### src/rtl/ram_fifo_ctrl.sv
// Pointer/flag controller that wraps a dual-port synchronous RAM as a FIFO.
// Drives RAM write/read strobes and addresses; carries no data path.
module ram_fifo_ctrl #(
    parameter int addr_size = 8,
    parameter int ram_depth = 256,
    parameter int af_level  = 192
) (
    input  logic                 clk,
    input  logic                 reset,
    input  logic                 push,
    input  logic                 pop,
    output logic                 wr_enb,
    output logic [addr_size-1:0] wr_addr,
    output logic                 rd_enb,
    output logic [addr_size-1:0] rd_addr,
    output logic                 rd_valid,
    output logic                 full,
    output logic                 empty,
    output logic                 almost_full,
    output logic [addr_size:0]   count,
    output logic                 overflow,
    output logic                 underflow
);

    localparam int CW = addr_size + 1;
    localparam logic [addr_size:0]   DEPTH_C  = CW'(ram_depth);
    localparam logic [addr_size:0]   AF_C     = CW'(af_level);
    localparam logic [addr_size:0]   CNT_ONE  = CW'(1);
    localparam logic [addr_size-1:0] PTR_ONE  = addr_size'(1);

    logic [addr_size-1:0] wr_ptr_r;
    logic [addr_size-1:0] rd_ptr_r;
    logic [addr_size:0]   count_r;
    logic [addr_size:0]   count_nxt_s;
    logic                 full_r;
    logic                 empty_r;
    logic                 almost_full_r;
    logic                 rd_valid_r;
    logic                 overflow_r;
    logic                 underflow_r;
    logic                 push_ok_s;
    logic                 pop_ok_s;

    // Acceptance from registered flags; reset suppresses RAM strobes immediately.
    always_comb begin
        push_ok_s = 1'b0;
        pop_ok_s  = 1'b0;
        if (reset) begin
            push_ok_s = 1'b0;
            pop_ok_s  = 1'b0;
        end else begin
            push_ok_s = push & ~full_r;
            pop_ok_s  = pop & ~empty_r;
        end
    end

    // Next-state occupancy; simultaneous accepted push and pop cancel out.
    always_comb begin
        count_nxt_s = count_r;
        case ({push_ok_s, pop_ok_s})
            2'b10:   count_nxt_s = count_r + CNT_ONE;
            2'b01:   count_nxt_s = count_r - CNT_ONE;
            default: count_nxt_s = count_r;
        endcase
    end

    // Pointer, occupancy and flag registers; flags track the next count.
    always_ff @(posedge clk or posedge reset) begin
        if (reset) begin
            wr_ptr_r      <= '0;
            rd_ptr_r      <= '0;
            count_r       <= '0;
            full_r        <= 1'b0;
            empty_r       <= 1'b1;
            almost_full_r <= 1'b0;
            rd_valid_r    <= 1'b0;
            overflow_r    <= 1'b0;
            underflow_r   <= 1'b0;
        end else begin
            if (push_ok_s) begin
                wr_ptr_r <= wr_ptr_r + PTR_ONE;
            end
            if (pop_ok_s) begin
                rd_ptr_r <= rd_ptr_r + PTR_ONE;
            end
            count_r       <= count_nxt_s;
            full_r        <= (count_nxt_s == DEPTH_C);
            empty_r       <= (count_nxt_s == '0);
            almost_full_r <= (count_nxt_s >= AF_C);
            rd_valid_r    <= pop_ok_s;
            overflow_r    <= overflow_r | (push & full_r);
            underflow_r   <= underflow_r | (pop & empty_r);
        end
    end

    assign wr_enb      = push_ok_s;
    assign rd_enb      = pop_ok_s;
    assign wr_addr     = wr_ptr_r;
    assign rd_addr     = rd_ptr_r;
    assign count       = count_r;
    assign full        = full_r;
    assign empty       = empty_r;
    assign almost_full = almost_full_r;
    assign rd_valid    = rd_valid_r;
    assign overflow    = overflow_r;
    assign underflow   = underflow_r;

endmodule

### config.mk
export PLATFORM = sky130hd
export DESIGN_NAME = ram_fifo_ctrl
export DESIGN_NICKNAME = d
export VERILOG_FILES = /design/src/rtl/ram_fifo_ctrl.sv
export SDC_FILE = /design/constraint.sdc
export NUM_CORES = 1
export LEC_CHECK = 0
export ABC_AREA = 0
export CORE_UTILIZATION = 45
export DETAILED_ROUTE_END_ITERATION = 16
export HOLD_SLACK_MARGIN = 0.03
export PLACE_DENSITY_LB_ADDON = 0.3
export SETUP_SLACK_MARGIN = 0.05
export SLEW_MARGIN = 40
export SYNTH_ARGS = -nofsm -noshare
export SYNTH_HDL_FRONTEND = slang
export SYNTH_SLANG_ARGS = --single-unit
export TNS_END_PERCENT = 30
### constraint.sdc
create_clock -name clk -period 2.7 [get_ports clk]
set_clock_uncertainty 0.15 [all_clocks]
set_input_delay 0.27 -clock clk [delete_from_list [all_inputs] [get_ports clk]]
set_output_delay 0.27 -clock clk [all_outputs]
set_load 0.02 [all_outputs]
==> summary.txt, run 1 <==
Setup path
  • Worst R2R End: empty
  • Slowest-stage cell, CP: dfrtp_2
  • Crit path kind: reg2reg
  • Worst setup SP type: flip-flop
  • Setup crit end: empty
  • CP startpoint: full
  • Critical Path, Cell by Cell: nor3b_4, inv_2, ha_4, buf_8, ha_4, nand2_2, a211oi_4, nor3_2, or3b_4, xor2_4, inv_2, nor2_1
  • Reg2reg path depth: 12
  • CP Capture Type: flip-flop
  • Max incr delay on CP: 0.44 ns
  • Worst R2R Setup Slack: -0.07 ns
  • Worst path arrival time: 2.88 ns
  • Worst EP required: 2.81 ns
  • FF-to-FF Start: full
  • CP max FO: 6

GRT
  • GR Util All Layers: 0.224
  • Initial antenna violation count: 0
  • Grt ovf: 0
  • First-pass GRT wire length: 6800 um
  • Pin count of the biggest net entering global routing: 18
  • Number of global-route vias before repair: 1,437

Synthesis
  • Post-Synthesis Cell Area: 1640 sq um
  • Ys async rst share: 1.00
  • Sequential share of the synthesized area: 0.474
  • Syn_area_per_cell: 11.0 sq um
  • Net Count, Synth: 164
  • FF+latch count, synth: 31
  • EDFF count, synth: 0
  • Yosys warnings: 0
  • Prevailing post-synth register cell: dfrtp_1
  • Post-Synthesis Cells: 149
  • Yosys cell types: 40

Place
  • Estimated wirelength of the detail-placed design: 2820 um
  • PortBufs: 36
  • Routability cong.: 0.903
  • Dpl ws: -0.492 ns
  • Placed Area: 2270 sq um

Route
  • Drt first pass iters: 4
  • Starting DRT DRC Count: 69
  • Via count: 1,436
  • WL/cell: 15.5 um
  • Routed vias/inst: 5.36
  • Final ANT Viol Nets: 0
  • WL final: 4170 um
  • DR DRC count: 0

CTS
  • H-tree depth: 2
  • Clock Tree Buf Depth: 2
  • Skew-Pair Late Insertion Delay: 0.33 ns
  • Root buf cell: clkbuf_4
  • CTS tree: done
  • Clk sinks: 31
  • Number of buffers created by CTS: 5
  • Clock transition at path regs: 0.10 ns

Die
  • Initial core utilization: 0.480
  • Row Count: 21
  • Die footprint: 3890 sq um
  • Die height: 62.4 um
  • Die X-Extent: 62.4 um
  • Core ar.: 3420 sq um
  • Io pins: 37

Timing
  • Setup TNS: -0.163 ns
  • # setup viols final: 3
  • Final hold violation count: 0
  • Crit path time final: 2.77 ns
  • Slew Viols, Final: 0
  • Fin worst setup slack: -0.0697 ns
  • Worst hold margin: 0.0645 ns
  • RSZ-0062 raised after global routing: yes
  • Least-Margin Pin Slew: 0.365 ns
  • Relative slew slack: 0.754
  • Max Clock Freq: 361 MHz
  • Period utilization: 1.03

Status
  • Status: finished, violations left
  • Failing checks: setup timing

Final layout
  • Layout cell share with drive strength beyond 1: 0.329
  • Nets: 236
  • Layout Cell Area excl Fill: 2550 sq um
  • Total of fill cells in the finished design: 225
  • N_diodes: 0
  • Area grow syn2layout: 55.5%

Power
  • Max IR drop VDD: 0.687 mV
  • Overall power: 2.92 mW
  • Leak: 1.12 nW
  • PwrDens: 1140 nW/um^2

Job
  • Max-cap viol count: 0

Worst hold path
  • Hold/Removal Path Class: in2async
[worst max-delay path: cells and delay by family, from the launching register on]
family	cells	cell delay, ns
buf+inv	3	0.28
flops	1	0.44
fa+ha+maj	2	0.47
xor+xnor	1	0.17
compound gates	1	0.26
simple gates	5	0.94
[sequential cells by signal (all words and copies together) (netlist names)]
signal / count
rd_addr: 8
empty: 1
underflow: 1
count: 9
full: 1
almost_full: 1
overflow: 1
wr_addr: 8
rd_valid: 1
[synthesized netlist by cell type (all sizes together) (2+ instances only)]
| cell | number | area [sq um] |
|---|---|---|
| mux2i | 2 | 20.0 |
| nand2b | 2 | 12.5 |
| o21ai | 9 | 45.0 |
| nand2 | 7 | 26.3 |
| a31oi | 3 | 25.0 |
| o211ai | 2 | 20.0 |
| xnor2 | 8 | 70.1 |
| or3 | 2 | 12.5 |
| a21o | 3 | 22.5 |
| and3 | 2 | 12.5 |
| and2 | 2 | 12.5 |
| nor4b | 2 | 17.5 |
| mux2 | 2 | 22.5 |
| a21oi | 6 | 30.0 |
| inv | 9 | 33.8 |
| nor2 | 6 | 25.0 |
| nor3b | 5 | 47.5 |
| nand4 | 2 | 12.5 |
| xor2 | 10 | 87.6 |
| dfrtp | 30 | 751 |
| nand3 | 7 | 35.0 |
| a211oi | 4 | 45.1 |
| nor3 | 3 | 15.0 |
| ha | 10 | 125 |
[layout make-up]
cell class                      count  area [sq um]  area share
Clock buffer                        6          51.3      0.0201
Tap cell                           46          57.6      0.0226
Inverter                           10          37.5      0.0147
Timing Repair Buffer               66           593       0.232
Sequential cell                    31           778       0.305
Multi-Input combinational cell    107           998       0.391
Clock inverter                      2          35.0      0.0137
[cell usage in the layout, fill, tap and decap left out, types with 4 or more instances in the layout]
cell             count
buf_4               29
dfrtp_1             29
xnor2_1              8
clkdlybuf4s50_1     33
a21oi_1              5
nand3_1              7
clkbuf_4             5
xor2_1               9
nand2_1              6
o21ai_1              6
ha_4                 4
inv_1                6
nor2_1               5
[cell families (layout without fill, tap and decap cells)]
group / Yosys count / count (layout) / synth area share
flops: 31 / 31 / 0.474
mux: 4 / 4 / 0.0259
buf+inv: 11 / 84 / 0.0275
compound gates: 27 / 27 / 0.114
fa+ha+maj: 11 / 11 / 0.0885
xor+xnor: 18 / 18 / 0.0961
simple gates: 47 / 47 / 0.174
[how the worst min path moves through the flow]
stage,start,to,slack [ns],cells past startpoint
after global placement,overflow,overflow,0.29,1
after CTS,reset,wr_addr[1],0.06,3
after global routing,pop,underflow,0.06,2
after floorplan,reset,almost_full,0.22,1
final,reset,overflow,0.06,3
after detailed placement,overflow,overflow,0.30,1
[through the flow]
step                 util  std cells
floorplan               -        149
global placement    0.664        254
detailed placement  0.664        254
CTS                 0.719        267
global route        0.747        268
finish              0.747        268
[where the power goes]
| group | switching [mW] | total [mW] | leakage [nW] | internal (mW) |
|---|---|---|---|---|
| Combinational | 0.806 | 1.68 | 0.684 | 0.875 |
| Clock | 0.165 | 0.383 | 0.0482 | 0.219 |
| Sequential | 0.211 | 0.855 | 0.385 | 0.644 |
| Total | 1.18 | 2.92 | 1.12 | 1.74 |
[per-layer routing]
metal,up-vias,track usage,part of all wire,wire length (um)
li1,679,-,-,-
met1,704,0.255,0.40,1690
met2,45,0.400,0.54,2250
met3,8,0.0493,0.036,151
met4,0,0.102,0.019,80
met5,-,0,0,0
[what timing repair did]
| item | in CTS | in global routing |
|---|---|---|
| pin swaps | 7 | 13 |
| hold endpoints to repair | 0 | 0 |
| endpoints found under the setup margin | 6 | 7 |
| hold buffers | 0 | 0 |
| gates resized for setup | 14 | 22 |
| buffers inserted | 5 | 1 |
Note: power is estimated with default switching activity, not from simulation.
==> run 2: changes to the inputs <==
--- a/config.mk
+++ b/config.mk
@@ -6,7 +6,8 @@
 export NUM_CORES = 1
 export LEC_CHECK = 0
 export ABC_AREA = 0
-export CORE_UTILIZATION = 45
+export CORE_MARGIN = 10
+export CORE_UTILIZATION = 53
 export DETAILED_ROUTE_END_ITERATION = 16
 export HOLD_SLACK_MARGIN = 0.03
 export PLACE_DENSITY_LB_ADDON = 0.3
==> constraint.sdc (replaced) <==
create_clock -name clk -period 3.5 [get_ports clk]
set_clock_uncertainty 0.15 [all_clocks]
set_input_delay 0.35 -clock clk [delete_from_list [all_inputs] [get_ports clk]]
set_output_delay 0.35 -clock clk [all_outputs]
set_load 0.02 [all_outputs]
==> run 2 against run 1 <==
  * The run now ends clean
  * Clock-buffer cell count up 2
  * Register-to-register slack better by 0.63 ns
  * Final area down 17%
  * Global-route usage down 7.6 points
  * Flip-flop and latch count unchanged
  * Die area up 47%
  * Routed wire length down 9.0%
  * Utilization down 4.1 points
  * Worst setup slack better by 0.50 ns
  * Critical path type is now in2reg
  * Critical endpoint is now full
  * Largest cell class unchanged
  * Largest power group unchanged
  * Highest routed layer unchanged
==> summary.txt, run 2 (same netlist as run 1, synthesis figures left out) <==
Die
  • Die height: 75.6 um (+21%)
  • Initial core utilization: 0.546 (+0.0660)
  • Row Count: 20 (-4.8%)
  • Io pins: 37 (unchanged)
  • Core ar.: 3000 sq um (-12%)
  • Die footprint: 5720 sq um (+47%)
  • Die X-Extent: 75.6 um (+21%)

Setup path
  • Reg2reg path depth: 11 (-1)
  • CP max FO: 7 (+1)
  • Worst R2R Setup Slack: 0.56 ns (+0.63 ns)
  • Critical Path, Cell by Cell: clkdlybuf4s50_1, nor3b_2, inv_1, ha_1, buf_4, ha_1, a21oi_1, o21ai_0, or3_1, a31oi_2, nand4_1, nor2_1
  • CP Capture Type: flip-flop
  • Worst setup SP type: primary input
  • CP startpoint: reset
  • Most used cell, CP: ha_1
  • Slowest-stage cell, CP: clkdlybuf4s50_1
  • CP delay by family, top: simple AND/OR/NAND/NOR gates
  • FF-to-FF Start: full
  • Setup crit end: full
  • Max incr delay on CP: 0.47 ns (+0.03 ns)
  • Levels on crit path: 12 (unchanged)
  • Buf/Inv on CP: 3 (unchanged)
  • Crit path kind: in2reg
  • Worst EP required: 3.61 ns (+0.80 ns)
  • Worst path arrival time: 3.18 ns (+0.30 ns)
  • Worst R2R End: full

Route
  • Drt first pass iters: 4 (unchanged)
  • WL final: 3790 um (-9.0%)
  • WL/cell: 16.5 um (+6.1%)
  • DR DRC count: 0 (unchanged)
  • Via count: 1,316 (-8.4%)
  • Final ANT Viol Nets: 0 (unchanged)
  • Starting DRT DRC Count: 106 (+54%)
  • Routed vias/inst: 5.72 (+6.8%)

GRT
  • Number of global-route vias before repair: 1,350 (-6.1%)
  • Grt ovf: 0 (unchanged)
  • GR Util All Layers: 0.148 (-0.0756)
  • Pin count of the biggest net entering global routing: 18 (unchanged)
  • Initial antenna violation count: 0 (unchanged)
  • First-pass GRT wire length: 6480 um (-4.8%)

Final layout
  • Max reg flops: 9 (unchanged)
  • Nets: 211 (-11%)
  • Commonest non-fill, non-tap cell in the layout: clkdlybuf4s50_1
  • Most frequent cells in the layout: clkdlybuf4s50_1, dfrtp_1, xor2_1, ha_1
  • Total of fill cells in the finished design: 241 (+7.1%)
  • Area grow syn2layout: 29.3%
  • Post-layout util: 0.706 (-0.0406)
  • N_diodes: 0 (unchanged)
  • Layout cell share with drive strength beyond 1: 0.107 (-0.222)

Place
  • PortBufs: 36 (unchanged)
  • Routability cong.: 0.982 (+8.7%)
  • Estimated wirelength of the detail-placed design: 3010 um (+6.7%)

Power
  • Clock Power Share: 0.106 (-0.025)
  • Comb power frac: 0.541 (-0.035)
  • Net Sw Frac: 0.430 (+0.0254)
  • Leak: 0.956 nW (-14%)
  • P_sw: 0.787 mW (-33%)
  • PwrDens: 862 nW/um^2 (-25%)
  • Sequential share of power: 0.353 (+0.060)
  • Max IR drop VDD: 0.379 mV (-45%)
  • Int Power: 1.04 mW (-40%)
  • Overall power: 1.83 mW (-37%)

CTS
  • Post-CTS Hold Buffers: 0 (unchanged)
  • Clock Tree Buf Depth: 2 (unchanged)
  • Clk sinks: 31 (unchanged)
  • Clock transition at path regs: 0.09 ns (about the same)
  • Root buf cell: clkbuf_4
  • CTS tree: done
  • Post-CTS sizing: 0 (-14)
  • H-tree depth: 2 (unchanged)
  • Postcts setup bufs: 0 (-5)
  • Skew-Pair Late Insertion Delay: 0.33 ns (about the same)
  • Number of buffers created by CTS: 5 (unchanged)

Job
  • Max-cap viol count: 0 (unchanged)

Timing
  • Max Clock Freq: 326 MHz
  • Relative slew slack: 0.631 (-0.123)
  • # setup viols final: 0 (-3)
  • Setup TNS: 0 ns (+0.163 ns)
  • Final hold violation count: 0 (unchanged)
  • RSZ-0062 raised after global routing: no
  • Period utilization: 0.876
  • Least-Margin Pin Slew: 0.553 ns (+0.187 ns)
  • Slew Viols, Final: 0 (unchanged)
  • Crit path time final: 3.07 ns

Worst hold path
  • Hold/Removal Path Class: reg2reg

Status
  • Status: finished clean
==> run 2: cell count changes in the layout (fill, tap and decap cells not counted), moves of 3 or more <==
cell,delta
o21ai_1,-6
clkbuf_1,+3
ha_4,-4
ha_1,+7
clkdlybuf4s50_1,+3
buf_4,-24
inv_1,+3
o21ai_0,+6
ha_2,-3
inv_2,-3
==> run 2: worst reg2reg max path: cells and delay by family (launching register included) <==
kind | cells | cell delay [ns]
flip-flops | 1 | 0.41
buffers and inverters | 2 | 0.26
AND/OR/NAND/NOR | 4 | 0.79
adder cells (fa/ha/maj) | 2 | 0.64
AO/OA/AOI/OAI | 3 | 0.61
==> run 2: per-layer routing <==
layer | vias up | GRT usage | part of all wire
met5 | - | 0 | 0
met3 | 5 | 0.0443 | 0.076
li1 | 630 | - | -
met4 | 0 | 0.0804 | 0.019
met1 | 627 | 0.163 | 0.39
met2 | 54 | 0.251 | 0.52
==> run 2: final cells by class <==
| type | instances | area, sq um | area share |
|---|---|---|---|
| Multi-Input combinational cell | 107 | 818 | 0.386 |
| Sequential cell | 31 | 777 | 0.366 |
| Timing Repair Buffer | 41 | 398 | 0.188 |
| Clock buffer | 8 | 48.8 | 0.0230 |
| Tap cell | 33 | 41.3 | 0.0195 |
| Inverter | 10 | 37.5 | 0.0177 |
==> run 2: worst min path at each step <==
stage,startpoint,to,slack (ns),cells past startpoint
after floorplan,reset,almost_full,0.30,1
after global placement,underflow,underflow,0.29,1
after detailed placement,overflow,overflow,0.30,1
after CTS,reset,overflow,0.32,2
after global routing,overflow,overflow,0.33,1
final,overflow,overflow,0.32,1
==> run 2: per-stage QoR <==
step                std cells  instance area (sq um)  hold slack, ns  setup WS, ns
floorplan                 149                   1640           0.303         0.297
global placement          222                   2070           0.290         0.149
detailed placement        222                   2070           0.300         0.117
CTS                       230                   2120           0.321         0.462
global route              230                   2120           0.329         0.231
finish                    230                   2120           0.319         0.434
==> run 2: power groups by stage <==
stage                     registers, mW  clock network, mW  logic [mW]
final                             0.645              0.194       0.990
after global routing              0.672              0.219        1.08
after CTS                         0.649              0.203       0.995
after detailed placement          0.653                  0       0.991
after global placement            0.640                  0       0.963
after floorplan                   0.788                  0       0.420
==> run 3: changes to the inputs <==
--- a/config.mk
+++ b/config.mk
@@ -6,8 +6,10 @@
 export NUM_CORES = 1
 export LEC_CHECK = 0
 export ABC_AREA = 0
+export CELL_PAD_IN_SITES_DETAIL_PLACEMENT = 0
+export CELL_PAD_IN_SITES_GLOBAL_PLACEMENT = 1
 export CORE_MARGIN = 10
-export CORE_UTILIZATION = 53
+export CORE_UTILIZATION = 41
 export DETAILED_ROUTE_END_ITERATION = 16
 export HOLD_SLACK_MARGIN = 0.03
 export PLACE_DENSITY_LB_ADDON = 0.3
==> run 3 against run 2 <==
  * Power up 3.6%
  * Sequential share of layout area is 1.0 points lower
  * Routed wire length fell by 6.2%
  * Critical path depth is the same
  * Combinational power decreased by 2%
  * Worst setup slack lost 0.028 ns
  * Worst hold slack lost 0.012 ns
  * Maximum frequency decreased by 0.91%
  * Global-route usage fell by 4.2 points
==> summary.txt, run 3 (same netlist as run 1, synthesis figures left out) <==
Die
  • Die footprint: 6930 sq um (+21%)
  • Core ar.: 3770 sq um (+26%)
  • Die X-Extent: 83.3 um (+10%)
  • Row Count: 22 (+10%)
  • Io pins: 37 (unchanged)
  • Die height: 83.3 um (+10%)
  • Initial core utilization: 0.435 (-0.111)

Setup path
  • Worst R2R End: empty
  • Reg2reg path depth: 12 (+1)
  • Levels on crit path: 12 (unchanged)
  • Critical Path, Cell by Cell: clkdlybuf4s50_1, nor3b_2, ha_1, inv_1, fa_1, nand2b_1, a211oi_2, nor3_1, or3b_1, xor2_1, inv_1, nor2_1
  • CP startpoint: reset
  • Worst R2R Setup Slack: 0.57 ns (about the same)
  • Most used cell, CP: inv_1
  • Buf/Inv on CP: 3 (unchanged)
  • Crit path kind: in2reg
  • Max incr delay on CP: 0.46 ns (about the same)
  • CP delay by family, top: simple AND/OR/NAND/NOR gates
  • Setup crit end: empty
  • FF-to-FF Start: full
  • Worst EP required: 3.56 ns (-0.05 ns)
  • Slowest-stage cell, CP: clkdlybuf4s50_1
  • Worst setup SP type: primary input
  • CP Capture Type: flip-flop
  • Worst path arrival time: 3.15 ns (-0.03 ns)
  • CP max FO: 7 (unchanged)

Final layout
  • Layout cell share with drive strength beyond 1: 0.117 (+0.0102)
  • Area grow syn2layout: 33.0%
  • Nets: 211 (unchanged)
  • Commonest non-fill, non-tap cell in the layout: clkdlybuf4s50_1
  • Most frequent cells in the layout: clkdlybuf4s50_1, dfrtp_1, xor2_1, ha_1
  • Layout Cell Area excl Fill: 2180 sq um (+2.9%)
  • Layout Cells excl Fill: 245 (+6.5%)
  • Post-layout util: 0.579 (-0.128)
  • N_diodes: 0 (unchanged)
  • Max reg flops: 9 (unchanged)

Route
  • WL final: 3560 um (-6.2%)
  • Via count: 1,303 (-0.99%)
  • Final ANT Viol Nets: 0 (unchanged)
  • Starting DRT DRC Count: 32 (-70%)
  • DR DRC count: 0 (unchanged)
  • Drt first pass iters: 4 (unchanged)
  • Routed vias/inst: 5.32 (-7.0%)
  • WL/cell: 14.5 um (-12%)

Timing
  • Worst hold margin: 0.307 ns (-0.0121 ns)
  • Final hold violation count: 0 (unchanged)
  • # setup viols final: 0 (unchanged)
  • Max Clock Freq: 323 MHz (-0.91%)
  • Period utilization: 0.884 (+0.00804)
  • Slew Viols, Final: 0 (unchanged)
  • Setup TNS: 0 ns (unchanged)
  • Least-Margin Pin Slew: 0.508 ns (-0.0442 ns)
  • Crit path time final: 3.09 ns (+0.0281 ns)
  • Fin worst setup slack: 0.406 ns (-0.0281 ns)
  • RSZ-0062 raised after global routing: no
  • Relative slew slack: 0.661 (+0.0299)

CTS
  • Post-CTS sizing: 0 (unchanged)
  • Number of buffers created by CTS: 5 (unchanged)
  • Clk sinks: 31 (unchanged)
  • CTS tree: done
  • Skew-Pair Late Insertion Delay: 0.27 ns (-0.06 ns)
  • Root buf cell: clkbuf_8
  • Clock Tree Buf Depth: 2 (unchanged)
  • Post-CTS Hold Buffers: 0 (unchanged)
  • Postcts setup bufs: 0 (unchanged)
  • H-tree depth: 2 (unchanged)
  • Clock transition at path regs: 0.06 ns (-0.03 ns)

GRT
  • Number of global-route vias before repair: 1,301 (-3.6%)
  • First-pass GRT wire length: 6180 um (-4.7%)
  • Pin count of the biggest net entering global routing: 32 (+14)
  • Initial antenna violation count: 0 (unchanged)
  • GR Util All Layers: 0.106 (-0.0423)
  • Grt ovf: 0 (unchanged)

Place
  • Routability cong.: 0.882 (-10%)
  • Inst Count DP: 237 (+6.8%)
  • Placed Area: 2090 sq um (+0.91%)
  • Estimated wirelength of the detail-placed design: 2710 um (-9.9%)
  • PortBufs: 36 (unchanged)
  • Dpl ws: 0.103 ns (-0.0132 ns)

Job
  • Max-cap viol count: 0 (unchanged)

Power
  • Leak: 0.978 nW (+2.3%)
  • Clock Power Share: 0.149 (+0.043)
  • Sequential share of power: 0.338 (-0.015)
  • Comb power frac: 0.513 (-0.028)
  • Overall power: 1.90 mW (+3.6%)
  • Max IR drop VDD: 0.431 mV (+14%)
  • PwrDens: 868 nW/um^2 (+0.70%)
  • Net Sw Frac: 0.408 (-0.0219)
  • P_sw: 0.774 mW (-1.7%)
  • Int Power: 1.12 mW (+7.6%)

Worst hold path
  • Hold/Removal Path Class: reg2reg

Status
  • Status: finished clean
[run 3: cell count changes in the layout (fill, tap and decap cells not counted), sizes merged]
cell	delta
clkinv	+1
clkbuf	-1
[run 3: routing by layer]
layer  GRT usage  wire length, um  up-vias
li1            -                -      622
met2       0.170             1680       41
met4      0.0569               75        0
met1       0.118             1530      634
met5           0                0        -
met3      0.0420              274        6
[run 3: layout make-up]
class | instances | area, sq um
Fill cell | 322 | 1590
Multi-Input combinational cell | 107 | 818
Sequential cell | 31 | 777
Timing Repair Buffer | 41 | 398
Clock buffer | 7 | 86.3
Tap cell | 48 | 60.1
Inverter | 10 | 37.5
Clock inverter | 1 | 5.00
[run 3: power by group through the flow]
stage	Combinational [mW]	Clock (mW)	Sequential, mW
after global placement	0.970	0	0.641
after CTS	0.984	0.294	0.644
after floorplan	0.420	0	0.788
after global routing	1.06	0.317	0.666
final	0.972	0.283	0.640
after detailed placement	0.975	0	0.647
[run 3: worst min-delay path by stage]
| stage | slack [ns] | start | to | depth (start not counted) |
|---|---|---|---|---|
| after floorplan | 0.30 | reset | almost_full | 1 |
| after global placement | 0.29 | overflow | overflow | 1 |
| after detailed placement | 0.29 | underflow | underflow | 1 |
| after CTS | 0.31 | underflow | underflow | 1 |
| after global routing | 0.32 | underflow | underflow | 1 |
| final | 0.31 | underflow | underflow | 1 |
[run 3: worst register-to-register path: stages, from the launching register on]
cell,delay [ns]
dfrtp_1,0.42
nor3b_2,0.22
inv_1,0.09
ha_1,0.30
buf_4,0.19
ha_1,0.34
nand2_1,0.10
a211oi_2,0.23
nor3_1,0.07
or3b_1,0.36
xor2_1,0.21
inv_1,0.08
nor2_1,0.11
